<file path="config.mk">
export PLATFORM = sky130hd
export DESIGN_NAME = fetch_sequencer
export DESIGN_NICKNAME = d
export VERILOG_FILES = /design/src/rtl/fetch_sequencer.sv
export SDC_FILE = /design/constraint.sdc
export NUM_CORES = 1
export LEC_CHECK = 0
export CAP_MARGIN = 20
export CORE_AREA = 8 8 141 143
export CTS_CLUSTER_SIZE = 16
export DETAILED_ROUTE_END_ITERATION = 8
export DIE_AREA = 0 0 149 151
export PLACE_DENSITY = 0.8
export REMOVE_ABC_BUFFERS = 1
export SLEW_MARGIN = 20
export SYNTH_ARGS = -nofsm -noshare
export SYNTH_HDL_FRONTEND = slang
export SYNTH_SLANG_ARGS = --single-unit
</file>
<file path="constraint.sdc">
create_clock -name clk -period 8.35 [get_ports clk]
set_input_delay 2.505 -clock clk [delete_from_list [all_inputs] [get_ports clk]]
set_output_delay 2.505 -clock clk [all_outputs]
set_load 0.01 [all_outputs]
</file>
<file path="src/rtl/fetch_sequencer.sv">
// fetch_sequencer: Y86 fetch-stage sequencer. Owns the predicted-PC register,
// selects f_pc (mispredict / ret redirect / prediction), classifies fetch
// status and drives F/D/E stall and bubble controls for ret, mispredict,
// load/use and halt.
// Optional feature macro: FETCH_PERF_CNT_EN adds saturating stall and flush
// performance counters (perf_stall_cnt, perf_flush_cnt).
module fetch_sequencer #(
  parameter logic [63:0] RESET_PC  = 64'h0,
  parameter int          IMEM_SIZE = 2048
) (
  input  logic        clk,
  input  logic        rst_n,
  input  logic [3:0]  f_icode,
  input  logic [63:0] f_valC,
  input  logic [63:0] f_valP,
  input  logic        imem_error,
  input  logic        lu_hazard,
  input  logic [3:0]  M_icode,
  input  logic        M_Cnd,
  input  logic [63:0] M_valA,
  input  logic [3:0]  W_icode,
  input  logic [63:0] W_valM,
  input  logic [2:0]  W_stat,
  output logic [63:0] f_pc,
  output logic [2:0]  f_stat,
  output logic        F_stall,
  output logic        D_stall,
  output logic        D_bubble,
  output logic        E_bubble,
  output logic        cpu_halted
`ifdef FETCH_PERF_CNT_EN
  ,
  output logic [31:0] perf_stall_cnt,
  output logic [31:0] perf_flush_cnt
`endif
);

  localparam logic [3:0]  I_HALT = 4'h0;
  localparam logic [3:0]  I_JXX  = 4'h7;
  localparam logic [3:0]  I_CALL = 4'h8;
  localparam logic [3:0]  I_RET  = 4'h9;
  localparam logic [3:0]  I_MAX  = 4'hB;
  localparam logic [2:0]  S_AOK  = 3'd1;
  localparam logic [2:0]  S_HLT  = 3'd2;
  localparam logic [2:0]  S_ADR  = 3'd3;
  localparam logic [2:0]  S_INS  = 3'd4;
  // Largest instruction is 10 bytes; the whole word must lie inside memory.
  localparam logic [64:0] IMEM_LIM = 65'(IMEM_SIZE);

  typedef enum logic [1:0] {
    RUN  = 2'd0,
    RET  = 2'd1,
    HALT = 2'd2
  } state_t;

  state_t      state_q;
  state_t      state_d;
  logic [63:0] pred_pc;
  logic        mispredict;
  logic        ret_wb;

  assign mispredict = (M_icode == I_JXX) && !M_Cnd;
  assign ret_wb     = (W_icode == I_RET);

  // PC select: mispredicted branch first, then returning ret, else prediction.
  always_comb begin
    if (mispredict)  f_pc = M_valA;
    else if (ret_wb) f_pc = W_valM;
    else             f_pc = pred_pc;
  end

  // Fetch status classification; address errors outrank opcode checks.
  always_comb begin
    if (imem_error || (({1'b0, f_pc} + 65'd9) >= IMEM_LIM)) f_stat = S_ADR;
    else if (f_icode > I_MAX)                                f_stat = S_INS;
    else if (f_icode == I_HALT)                              f_stat = S_HLT;
    else                                                     f_stat = S_AOK;
  end

  // Next-state and pipeline controls; halted CPU freezes everything,
  // then mispredict, then load/use, then the ret/halt sequencing.
  always_comb begin
    state_d  = state_q;
    F_stall  = 1'b0;
    D_stall  = 1'b0;
    D_bubble = 1'b0;
    E_bubble = 1'b0;
    if (cpu_halted) begin
      F_stall  = 1'b1;
      D_bubble = 1'b1;
      E_bubble = 1'b1;
    end else if (mispredict) begin
      // Wrong-path ret/halt are squashed: always resume normal fetch.
      D_bubble = 1'b1;
      E_bubble = 1'b1;
      state_d  = RUN;
    end else if (lu_hazard) begin
      F_stall  = 1'b1;
      D_stall  = 1'b1;
      E_bubble = 1'b1;
    end else begin
      case (state_q)
        RUN: begin
          if (f_icode == I_RET)    state_d = RET;
          else if (f_stat != S_AOK) state_d = HALT;
        end
        RET: begin
          if (ret_wb) begin
            // Return address is on f_pc now; treat this fetch like RUN.
            if (f_icode == I_RET)     state_d = RET;
            else if (f_stat != S_AOK) state_d = HALT;
            else                      state_d = RUN;
          end else begin
            F_stall  = 1'b1;
            D_bubble = 1'b1;
          end
        end
        HALT: begin
          F_stall  = 1'b1;
          D_bubble = 1'b1;
        end
        default: state_d = RUN;
      endcase
    end
  end

  // State register.
  always_ff @(posedge clk or negedge rst_n) begin
    if (!rst_n) state_q <= RUN;
    else        state_q <= state_d;
  end

  // Predicted PC: call/jXX predict taken, everything else falls through.
  always_ff @(posedge clk or negedge rst_n) begin
    if (!rst_n) begin
      pred_pc <= RESET_PC;
    end else if (!F_stall) begin
      if ((f_icode == I_JXX) || (f_icode == I_CALL)) pred_pc <= f_valC;
      else                                           pred_pc <= f_valP;
    end
  end

  // Sticky halt flag, raised by any non-AOK status retiring in write-back.
  always_ff @(posedge clk or negedge rst_n) begin
    if (!rst_n)              cpu_halted <= 1'b0;
    else if (W_stat != S_AOK) cpu_halted <= 1'b1;
  end

`ifdef FETCH_PERF_CNT_EN
  // Saturating stall/flush counters, frozen once the CPU has halted.
  always_ff @(posedge clk or negedge rst_n) begin
    if (!rst_n) begin
      perf_stall_cnt <= 32'h0;
      perf_flush_cnt <= 32'h0;
    end else if (!cpu_halted) begin
      if (F_stall && (perf_stall_cnt != 32'hFFFF_FFFF))
        perf_stall_cnt <= perf_stall_cnt + 32'd1;
      if (mispredict && (perf_flush_cnt != 32'hFFFF_FFFF))
        perf_flush_cnt <= perf_flush_cnt + 32'd1;
    end
  end
`endif

endmodule

</file>
==> run metrics, run 1 <==
global route overflow 0; die height 151 um; arrival time worst endpoint 5.92 ns; area grow syn2layout 85.8%; Lkg Pwr 6.14 nW; Peak Freq 0.119 GHz; share of layout cells above drive strength 1 0.248; Final period util 1.01; most common cell after layout, fill and taps aside clkdlybuf4s50_1; H-tree depth 3; flop2flop setup slack 4.69 ns; Reg2Reg Depth 17; Worst Setup End Kind output pin; crit-path max FO 4; Die Footprint 22,500 sq um; number of global-route vias before repair 9,707; Inserted Clock Buffers 9; HP Class flop to flop; DR pass1 iterations 5; num ports 348; Clk Latency, worst-skew pair approximately 0.35 ns; largest net degree at the start of global routing 69; number of fillers in the final layout 1,363; Worst setup SP type primary input; data required time of the worst path 5.85 ns; Mean Syn Cell Area 7.56 sq um; drc violations 0; worst vdd ir ~93 uV; CP endpoint f_stat[1]; GPL Wtd Cong between 0.9 and 1; Vias/cell 5.50; Seq/Total Area, Yosys 0.236; Site Rows between 40 and 50; outcome finished, violations left; Synth Area in Adders 0.00529; total power 1.44 mW; r2r endpoint state_q[0]; Crit Reg-Reg Startpoint pred_pc[9]; dpl cells between 1,500 and 2,000; Post-DP HPWL ~28,000 um; slew margin rel. 0.396; total number of vias 9,435; I/O Buffers 347; wire per inst 20.5 um; initial antenna violation count 0; CTS Sinks 67; DRT Wirelength 35,100 um; Slew @ Worst Pin 0.907 ns; FFs w/ async S/R, synth 1.00; type of the worst setup path primary input to output pin; commonest non-fill, non-tap cells in the layout clkdlybuf4s50_1, buf_4, mux2i_1; ys flop type dfrtp_1; Max Clock Skew between 0.008 and 0.009 ns; mux share of post-synthesis cell area 0.203; yosys warns 0; dpl cell area 12,100 sq um; unrepaired setup endpoints after global routing yes; number of enable flip-flop cells after synthesis 0; Max-cap violations 0; XOR/XNOR share of the synthesized area 0.0160; Finished Layout Cells 1,714; Ant. Diodes 0; Worst Setup SP W_icode[2]; Hold Buf Count CTS 0; Fin. Hold Viols 0; fin util 0.747; Root Buffer clkbuf_16; initial core utilization 0.402; DRT iter0 DRCs 633; setup ws final -0.0713 ns; power density over the cells 109 nW/um^2; first-pass GRT wire length around 53,000 um; post-synth cell types 82; Layout Nets around 1,800; total track usage 0.298; Syn Inst Count between 900 and 1,000; Pins Over Slew Limit 0; TNS Setup -0.199 ns; crit path time final about 8.4 ns; clock slew at reported path FFs 0.06 ns; Die X around 150 um; largest family of logic cells by synthesized area simple AND/OR/NAND/NOR gates; endpoints failing setup 3; register bit total from synthesis 67; Design Area, Final 13,200 sq um; CTS tree built; Cell Area, Synth between 7000 and 8000 sq um; core footprint 17,700 sq um; compound-gate portion of the synthesized area 0.194; clk buf depth 2; Routed Antenna Nets 0; failing checks negative setup slack; simple-gate share of the synthesized area 0.280
## synth_stat cells, types with 5 or more instances
master      n  area, sq um
a211oi_1   11         82.6
a21oi_1   104          521
a31oi_1     7         43.8
and3_1      8         50.1
buf_1       7         26.3
buf_2      12         60.1
buf_4       9         67.6
clkbuf_1   30          113
dfrtp_1    67         1680
inv_1      32          120
mux2_2      8         90.1
mux2i_1   128         1280
nand2_1   121          454
nand2b_1    6         37.5
nand3_1    62          310
nand4_1    16          100
nor2_1     92          345
nor3_1     17         85.1
nor4_1     13         81.3
o21a_1      6         45.0
o21ai_0    42          210
o21ai_1    12         60.1
o31a_1      5         43.8
or2_2       5         31.3
xnor2_1    11         96.3
## stage by stage
step	hold WS [ns]	setup slack [ns]
finish	0.531	-0.0713
global route	0.561	-0.221
CTS	0.532	-0.0665
detailed placement	0.518	-1.05
global placement	0.508	-1.16
floorplan	0.493	-5.76
## sequential cells by signal, summed over array words and instances (netlist names)
name	count
pred_pc	64
state_q	2
cpu_halted	1
## worst min-delay path by stage
stage                            from          end  cells after the start
after global routing      pred_pc[63]  pred_pc[63]                      2
after CTS                 pred_pc[37]  pred_pc[37]                      2
after global placement    pred_pc[53]  pred_pc[53]                      2
after floorplan           pred_pc[14]  pred_pc[14]                      2
final                     pred_pc[56]  pred_pc[56]                      2
after detailed placement  pred_pc[37]  pred_pc[37]                      2
## area by class of cell
cell class | instances | area [sq um] | area share
Clock inverter | 5 | 61.3 | 0.00465
Sequential cell | 67 | 1680 | 0.127
Tap cell | 229 | 287 | 0.0217
Clock buffer | 11 | 253 | 0.0192
Timing Repair Buffer | 592 | 5450 | 0.413
Inverter | 32 | 120 | 0.00911
Multi-Input combinational cell | 778 | 5340 | 0.405
## cell families after synthesis
family / count (synthesis)
adder cells (fa/ha/maj): 3
multiplexers: 141
XOR/XNOR: 13
flip-flops: 67
AND/OR/NAND/NOR: 391
buffers and inverters: 94
AO/OA/AOI/OAI: 230
## timing repair
action	in CTS	in global routing
endpoints found under the setup margin	3	3
hold endpoints to repair	0	0
pin swaps	26	26
gates resized for setup	81	55
cloned	1	0
setup buffers	18	21
## report_power, final
part / switching (mW) / internal, mW / leakage (nW)
Clock: 0.168 / 0.248 / 0.144
Sequential: 0.0264 / 0.355 / 0.806
Combinational: 0.278 / 0.366 / 5.19
Total: 0.472 / 0.969 / 6.14
## worst max-delay path, cell delays in order
cell,delay (ns)
buf_6,0.09
nand4bb_4,0.31
buf_6,0.18
buf_6,0.11
mux2_4,0.21
mux2i_4,0.08
or2_4,0.26
or3_4,0.36
nor4_4,0.24
buf_4,0.15
buf_4,0.11
nand4b_1,0.12
a22o_1,0.26
a2111oi_4,0.34
and4_4,0.30
buf_6,0.11
nand2_1,0.04
buf_2,0.13
## routing by layer
metal / vias to the layer above / track usage / share of wire
met1: 4416 / 0.361 / 0.40
met4: 0 / 0.0904 / 0.027
met2: 433 / 0.504 / 0.48
met3: 74 / 0.0843 / 0.091
li1: 4512 / - / -
met5: - / 0 / 0
Power figures use the tool's default switching activity.
==> inputs of run 2 (changes only) <==
--- a/config.mk
+++ b/config.mk
@@ -7,6 +7,7 @@
 export LEC_CHECK = 0
 export CAP_MARGIN = 20
 export CORE_AREA = 8 8 141 143
+export CTS_BUF_LIST = sky130_fd_sc_hd__clkbuf_4 sky130_fd_sc_hd__clkbuf_8
 export CTS_CLUSTER_SIZE = 16
 export DETAILED_ROUTE_END_ITERATION = 8
 export DIE_AREA = 0 0 149 151
==> run 2 against run 1 <==
Against the previous run:
- the run still ends with negative setup slack left
- non-clock buffer count is 5 lower
- combinational power about the same
- register-to-register slack worse by 0.02 ns
- design area is 1.1% lower
- count of clock-buffer cells in the layout did not move
- utilization shrank 0.81 points
- largest power group unchanged
- cell count fell by 0.29%
- maximum frequency barely moved
- critical path depth fell by 2
- sequential power is essentially flat
- die area did not move
==> run metrics, run 2 (synthesis results as in run 1) <==
Int Pwr 0.873 mW (-9.9%); setup ws final -0.0649 ns (+0.00638 ns); Clk Latency, worst-skew pair 0.38 ns (+0.03 ns); Max-cap violations 0 (unchanged); number of fillers in the final layout 1,385 (+1.6%); Die X 149 um (unchanged); total number of vias 9,476 (+0.43%); Hold Buf Count CTS 0 (unchanged); H-tree depth 3 (unchanged); Peak Freq 0.119 GHz (about the same); wire length on met1 14,100 um (about the same); Worst path most repeated cell buf_6; I/O Buffers 347 (unchanged); Pins Over Slew Limit 0 (unchanged); CP endpoint f_stat[1]; failing checks negative setup slack; GPL Wtd Cong 0.960 (unchanged); biggest regs pred_pc (64), state_q (2), cpu_halted (1); Crit Reg-Reg Startpoint pred_pc[9]; DRT iter0 DRCs 717 (+13%); worst vdd ir 88.5 uV (-4.9%); Clk network pwr share 0.233 (-0.056); flop2flop setup slack 4.67 ns (-0.02 ns); wire per inst 20.5 um (about the same); r2r endpoint state_q[0]; endpoints failing setup 3 (unchanged); data required time of the worst path 5.85 ns (about the same); WL met2 17,100 um (+1.3%); Die Footprint 22,500 sq um (unchanged); slew margin rel. 0.400 (+0.00493); area grow syn2layout 83.8%; outcome finished, violations left; Min Hold Slack 0.536 ns (+0.00487 ns); dpl ws -1.05 ns (unchanged); clk buf depth 2 (unchanged); die height 151 um (unchanged); number of flip-flops in the largest register 64 (unchanged); CTS tree built; dpl cells 1,659 (unchanged); unrepaired setup endpoints after global routing yes; sw frac 0.345 (+0.0171); Worst Setup SP W_icode[2]; CP Buf/Inv Count 5 (-2); Root Buffer clkbuf_8; share of layout cells above drive strength 1 0.245 (-0.00254); first-pass GRT wire length 53,000 um (+0.30%); Final period util 1.01 (about the same); number of global-route vias before repair 9,724 (+0.18%); crit path time final 8.41 ns (-0.00638 ns); initial core utilization 0.402 (unchanged); drc violations 0 (unchanged); largest net degree at the start of global routing 69 (unchanged); Ant. Diodes 0 (unchanged); DRT Wirelength 35,100 um (-0.28%); Worst Setup End Kind output pin; total track usage 0.298 (about the same); Layout Nets 1,754 (-0.28%); initial antenna violation count 0 (unchanged); global route overflow 0 (unchanged); TNS Setup -0.180 ns (+0.0193 ns); num ports 348 (unchanged); most common cell after layout, fill and taps aside clkdlybuf4s50_1; power density over the cells 102 nW/um^2 (-6.6%); Site Rows 49 (unchanged); Routed Antenna Nets 0 (unchanged); Vias/cell 5.54 (+0.73%); type of the worst setup path primary input to output pin; Max Clock Skew 0.00642 ns (-0.00220 ns); clock slew at reported path FFs 0.09 ns (+0.03 ns); DR pass1 iterations 5 (unchanged); Post-DP HPWL 28,000 um (unchanged); switching power 0.459 mW (-2.8%); Crit path depth 16 (-2); arrival time worst endpoint 5.91 ns (about the same); Reg2Reg Depth 15 (-2); worst-path cell chain buf_6 > nand4bb_4 > buf_6 > buf_6 > mux2_4 > mux2i_4 > or2_4 > or3_4 > nor4_4 > nand3_1 > or4_4 > a2111oi_4 > and4_4 > buf_6 > nand2_1 > buf_2; Fin. Hold Viols 0 (unchanged); CP peak stage delay 0.51 ns (+0.15 ns); Worst setup SP type primary input; crit-path max FO 4 (unchanged); commonest non-fill, non-tap cells in the layout clkdlybuf4s50_1, buf_4, mux2i_1; Worst path top cell family by delay simple AND/OR/NAND/NOR gates; Slew @ Worst Pin 0.899 ns (-0.00740 ns); core footprint 17,700 sq um (unchanged); sequential fraction of design power 0.286 (+0.021); max layer used met4; critical path's slowest cell or4_4; Inserted Clock Buffers 9 (unchanged); Comb power frac 0.482 (+0.035); CTS Sinks 67 (unchanged); met3 routed WL 2970 um (-6.9%); Finished Layout Cells 1,709 (-0.29%); HP Class flop to flop; Lkg Pwr 6.07 nW (-1.1%); largest reg by FF count pred_pc
[run 2: tightest hold or removal path, cell delays in order, from the launching register on]
cell and delay, ns:
dfrtp_1 0.35, nor2_1 0.05, a21oi_1 0.10
[run 2: how the worst min path moves through the flow]
stage,from,slack [ns],cells past startpoint,end
5_1_grt,pred_pc[63],0.57,2,pred_pc[63]
3_3_place_gp,pred_pc[53],0.51,2,pred_pc[53]
6_report,pred_pc[37],0.54,2,pred_pc[37]
2_1_floorplan,pred_pc[14],0.49,2,pred_pc[14]
4_1_cts,pred_pc[37],0.54,2,pred_pc[37]
3_5_place_dp,pred_pc[37],0.52,2,pred_pc[37]
[run 2: metrics by stage]
stage                     utilization  area, sq um  total power [mW]
after floorplan                     -         6760             0.602
after global placement          0.688        12100             0.980
after detailed placement        0.688        12100             0.988
after CTS                       0.720        12700              1.31
after global routing            0.739        13000              1.39
final                           0.739        13000              1.33
[run 2: layer usage]
metal  up-vias  GRT usage
li1       4507          -
met1      4483      0.367
met2       433      0.510
met3        53     0.0678
met4         0     0.0919
met5         -          0
[run 2: power by group through the flow]
stage	clock network (mW)	registers (mW)	logic (mW)
CTS	0.312	0.379	0.621
detailed placement	0	0.386	0.603
finish	0.310	0.381	0.642
floorplan	0	0.378	0.224
global route	0.322	0.384	0.686
global placement	0	0.384	0.596
[run 2: area by class of cell]
class,instances,area (sq um),share of cell area
tap,229,287,0.0220
multi-input combinational,778,5350,0.410
sequential,67,1680,0.129
clock inverter,5,61.3,0.00470
clock buffer,11,151,0.0116
inverter,32,120,0.00921
timing repair buffer,587,5400,0.414
[run 2: what timing repair did]
item                       in CTS  in global routing
setup endpoints to repair       3                  3
gates resized for setup        81                 56
cloned                          1                  0
pin swaps                      26                 26
buffers inserted               17                 17
